===== src/rtl/ibuffer.sv =====
// Instruction buffer between IFU fetch and IDU decode: circular FIFO of
// {inst, pc, predicttaken, predicttarget} with show-ahead head outputs.
module ibuffer #(
    parameter int unsigned DEPTH = 8,
    parameter int unsigned PTR_W = $clog2(DEPTH)
) (
    input  logic             clock,
    input  logic             reset,
    input  logic             ifu2ibuffer_instr_valid,
    input  logic [31:0]      ifu2ibuffer_inst,
    input  logic [47:0]      ifu2ibuffer_pc,
    input  logic             ifu2ibuffer_predicttaken,
    input  logic [31:0]      ifu2ibuffer_predicttarget,
    output logic             ibuffer2ifu_instr_ready,
    input  logic             ibuffer_read_en,
    output logic             fifo_empty,
    output logic             ibuffer_instr_valid,
    output logic [31:0]      ibuffer_inst_out,
    output logic [47:0]      ibuffer_pc_out,
    output logic             ibuffer_predicttaken_out,
    output logic [31:0]      ibuffer_predicttarget_out,
    output logic [PTR_W:0]   ibuffer_count,
    input  logic             flush_valid
);

    localparam int unsigned AW = PTR_W + 1;

    typedef struct packed {
        logic [31:0] inst;
        logic [47:0] pc;
        logic        taken;
        logic [31:0] target;
    } entry_t;

    entry_t          r_mem [DEPTH];
    logic [AW-1:0]   r_wr_ptr;
    logic [AW-1:0]   r_rd_ptr;
    logic [AW-1:0]   r_count;

    logic            w_empty;
    logic            w_full;
    logic            w_enq;
    logic            w_deq;
    entry_t          w_wr_entry;
    entry_t          w_head;

    // Pointers carry an extra wrap bit so full and empty are distinguishable.
    assign w_empty = (r_wr_ptr == r_rd_ptr);
    assign w_full  = (r_wr_ptr[PTR_W-1:0] == r_rd_ptr[PTR_W-1:0]) &&
                     (r_wr_ptr[PTR_W] != r_rd_ptr[PTR_W]);

    // Ready depends only on registered state; a same-cycle pop never frees a slot.
    assign w_enq = ifu2ibuffer_instr_valid && !w_full && !flush_valid;
    assign w_deq = ibuffer_read_en && !w_empty && !flush_valid;

    assign w_wr_entry = '{inst:   ifu2ibuffer_inst,
                          pc:     ifu2ibuffer_pc,
                          taken:  ifu2ibuffer_predicttaken,
                          target: ifu2ibuffer_predicttarget};

    always_ff @(posedge clock) begin
        if (reset) begin
            r_wr_ptr <= '0;
            r_rd_ptr <= '0;
            r_count  <= '0;
        end else if (flush_valid) begin
            r_wr_ptr <= '0;
            r_rd_ptr <= '0;
            r_count  <= '0;
        end else begin
            r_wr_ptr <= r_wr_ptr + AW'(w_enq);
            r_rd_ptr <= r_rd_ptr + AW'(w_deq);
            r_count  <= r_count + AW'(w_enq) - AW'(w_deq);
        end
    end

    // Storage is deliberately left unreset; empty masking hides stale contents.
    always_ff @(posedge clock) begin
        if (!reset && w_enq) begin
            r_mem[r_wr_ptr[PTR_W-1:0]] <= w_wr_entry;
        end
    end

    assign w_head = r_mem[r_rd_ptr[PTR_W-1:0]];

    assign fifo_empty                = w_empty;
    assign ibuffer_instr_valid       = !w_empty;
    assign ibuffer2ifu_instr_ready   = !w_full;
    assign ibuffer_count             = r_count;
    assign ibuffer_inst_out          = w_empty ? 32'd0 : w_head.inst;
    assign ibuffer_pc_out            = w_empty ? 48'd0 : w_head.pc;
    assign ibuffer_predicttaken_out  = w_empty ? 1'b0  : w_head.taken;
    assign ibuffer_predicttarget_out = w_empty ? 32'd0 : w_head.target;

endmodule


===== config.mk =====
export PLATFORM = sky130hd
export DESIGN_NAME = ibuffer
export DESIGN_NICKNAME = d
export VERILOG_FILES = /design/src/rtl/ibuffer.sv
export SDC_FILE = /design/constraint.sdc
export NUM_CORES = 1
export LEC_CHECK = 0
export ABC_CLOCK_PERIOD_IN_PS = 14000
export CAP_MARGIN = 20
export CORE_UTILIZATION = 59
export CTS_BUF_LIST = sky130_fd_sc_hd__clkbuf_16
export CTS_CLUSTER_SIZE = 10
export DETAILED_ROUTE_END_ITERATION = 8
export GPL_TIMING_DRIVEN = 1
export PLACE_DENSITY_LB_ADDON = 0.1
export SLEW_MARGIN = 30
export SYNTH_ARGS = -nofsm -noshare
export SYNTH_HDL_FRONTEND = slang
export SYNTH_SLANG_ARGS = --single-unit
export TNS_END_PERCENT = 5

===== constraint.sdc =====
create_clock -name clock -period 14 [get_ports clock]
set_clock_uncertainty 0.1 [all_clocks]
set_input_delay 2.1 -clock clock [delete_from_list [all_inputs] [get_ports clock]]
set_output_delay 2.1 -clock clock [all_outputs]
set_load 0.03 [all_outputs]

==> flow_metrics.tcl <==
set metrics [dict create \
    gp_congestion 0.7462 \
    dp_hpwl_mm 37.78 \
    synthesis.nets 2022 \
    outcome "complete, no violations" \
    synth_area_leaders "edfxtp_1, mux2i_1, a22oi_1" \
    multiInputGateArea_sq_um 7513 \
    clock_latency_ps 650 \
    grt_max_degree 114 \
    vdd_drop_max_v 0.0001051 \
    maxCapViolations 0 \
    synth_cell_types 38 \
    grt_pass1_wl_mm 111.6 \
    globalRouteOverflowTotal 0 \
    worstPathArrival_ps 5090 \
    yosysWarnings 0 \
    worstHoldPathType "register to register" \
    holdPathStages 2 \
    layout_min_cycle_time_ps 7295 \
    seq_area_frac_synth 0.7656 \
    clockBufferDepth 3 \
    yosys_most_used_dff "edfxtp_1" \
    path_class "register to primary output" \
    wire_per_inst_um 25.61 \
    p_switching_mw 1.048 \
    fin_cells 2947 \
    critPathRequiredTime_ps 11800 \
    cp_max_fo 58 \
    final_nets 2279 \
    h-tree-depth 3 \
    grt_usage 0.2467 \
    synth_edf_count 904 \
    first_pass_iters 5 \
    async_flop_share 0 \
    io_pins 238 \
    synth_most_common_cell "edfxtp_1" \
    rsz0062_at_grt "false" \
    hp-start "r_wr_ptr[3]" \
    synthCells 1895 \
    cts_tree "done" \
    final_antenna_net_count 0 \
    min_to "r_wr_ptr[3]" \
    fin_util 0.6949 \
    fp.dieArea_sq_um 61620 \
    period_share 0.5211 \
    die_w_um 248.2 \
    grt_pass1_vias 18360 \
    fmax_ghz 0.1371 \
    p_sw_frac 0.1930 \
    finalPower_mw 5.428 \
    rr_endpoint "r_mem[0][18]" \
    synth_seq_cells 916 \
    numCtsBuffers 102 \
    synth.cell_area_sq_um 35770 \
    cts_setup_buffers 0 \
    via_per_inst 6.110 \
    drtIter0Drc 1320 \
    num_vias 18007 \
    end_kind "primary output" \
    io_buffer_count 237 \
    synth_top_cells_by_count "edfxtp_1, mux2i_1, a22oi_1, and3_1" \
    synth.top_cell.area_share 0.7588 \
    cts_root_buf "clkbuf_16" \
    r2r_start "r_rd_ptr[0]" \
    hold_viol 0 \
    setup_viol 0 \
    comb_power_share 0.029 \
    drc 0 \
    synth_largest_area_cell "edfxtp_1" \
    final-max-slew-violation-count 0 \
    cts_hold_buf 0 \
    core-area_sq_um 59460 \
    r2r_slack_ps 9910 \
    seq_area_sq_um 27390 \
    cp-start-kind "register" \
    slew_headroom 0.3074 \
    antenna_found_initial 9 \
    finalWorstSetupSlack_ps 6705 \
    post_cts_resized 0 \
    rows 89 \
    pre_cts_ws_ps 6847 \
    power_frac_clock 0.413 \
    power.internal_mw 4.380 \
    p_leak_nw 12.65 \
    setup_tns_ps 0 \
    routed_wl_mm 75.49 \
    drive_gt1_frac 0.07409 \
    tightest_slew_ps 1039 \
    placed_cells 2821 \
    clkSinkCount 916 \
    seq_power_share 0.559 \
    power_density_nw_per_um2 131.4 \
    synth.avg_cell_area_sq_um 18.88 \
    start_util 0.6016 \
    clk_pin_slew_ps 50 \
    area_delta_synth_final_pct 15.51 \
    fillers 3829 \
    worstRegToRegCells 5 \
    dieHeight_um 248.2 \
]
-- power groups by stage --
stage               Combinational, mW  Clock [mW]  Sequential (mW)
floorplan                      0.0609           0             3.09
global placement                0.152           0             3.09
detailed placement              0.156           0             3.09
CTS                             0.157        2.28             3.03
global route                    0.167        2.39             3.03
finish                          0.156        2.24             3.03
-- cell usage in the layout, fill, tap and decap left out, types with 3 or more instances in the layout --
cell,instances
nor4_4,4
inv_1,20
buf_4,21
nor3b_1,3
nor2_1,7
a22oi_1,226
ha_1,8
clkdlybuf4s50_1,237
and2_1,5
buf_6,12
dfxtp_1,11
xor2_1,4
nor3_2,4
xnor2_1,6
edfxtp_1,904
clkbuf_16,102
clkinv_8,5
mux2i_1,452
and3_1,113
-- state kept, by name, indices dropped and copies added (netlist names) --
name,cells
r_wr_ptr,4
r_rd_ptr,4
r_mem,904
ibuffer_count,4
-- layout make-up --
class                           count  share of cell area
Clock inverter                     23            0.003967
Multi-Input combinational cell    853              0.1818
Sequential cell                   916              0.6629
Clock buffer                      102             0.06177
Antenna cell                        1          0.00006056
Tap cell                          773             0.02341
Timing Repair Buffer              272             0.06547
Inverter                            7           0.0006359
-- worst max-delay path by stage --
stage / from / endpoint / slack [ps]
3_3_place_gp: r_rd_ptr[0] / ibuffer_pc_out[7] / 7020
6_report: r_rd_ptr[0] / ibuffer_pc_out[7] / 6710
2_1_floorplan: reset / r_mem[6][0] / 2920
3_5_place_dp: r_rd_ptr[0] / ibuffer_pc_out[4] / 6850
5_1_grt: r_rd_ptr[0] / ibuffer_pc_out[4] / 6470
4_1_cts: r_rd_ptr[0] / ibuffer_pc_out[4] / 6150
-- kinds of logic after synthesis --
kind of cell,after synthesis,synth area share
AO/OA/AOI/OAI,230,0.04823
multiplexers,452,0.1265
AND/OR/NAND/NOR,152,0.02711
buffers and inverters,126,0.02683
XOR/XNOR,10,0.002448
adder cells (fa/ha/maj),9,0.003358
flip-flops,916,0.7656
-- through the flow --
stage | instance area, sq um | hold WS [ps]
final | 41320 | 442.5
after global routing | 41320 | 476.0
after CTS | 41300 | 441.1
after detailed placement | 38590 | 427.6
after global placement | 38540 | 421.3
after floorplan | 35770 | 399.3
-- worst max-delay path, stage by stage, from the launching register on --
cell and delay, ps:
dfxtp_4 940, buf_6 660, buf_4 720, buf_6 650, mux2i_1 200, a22oi_1 210
and3_1 180, clkdlybuf4s50_1 720
-- layer usage --
layer | vias up | part of all wire | routed length, um | GRT usage
met5 | - | 0.0014 | 108 | 0
met4 | 16 | 0.015 | 1146 | 0.05918
met3 | 109 | 0.064 | 4848 | 0.05818
met2 | 471 | 0.49 | 37290 | 0.4043
met1 | 9280 | 0.43 | 32090 | 0.3370
li1 | 8131 | - | - | -
No activity file was read; power rests on OpenSTA's default activity.
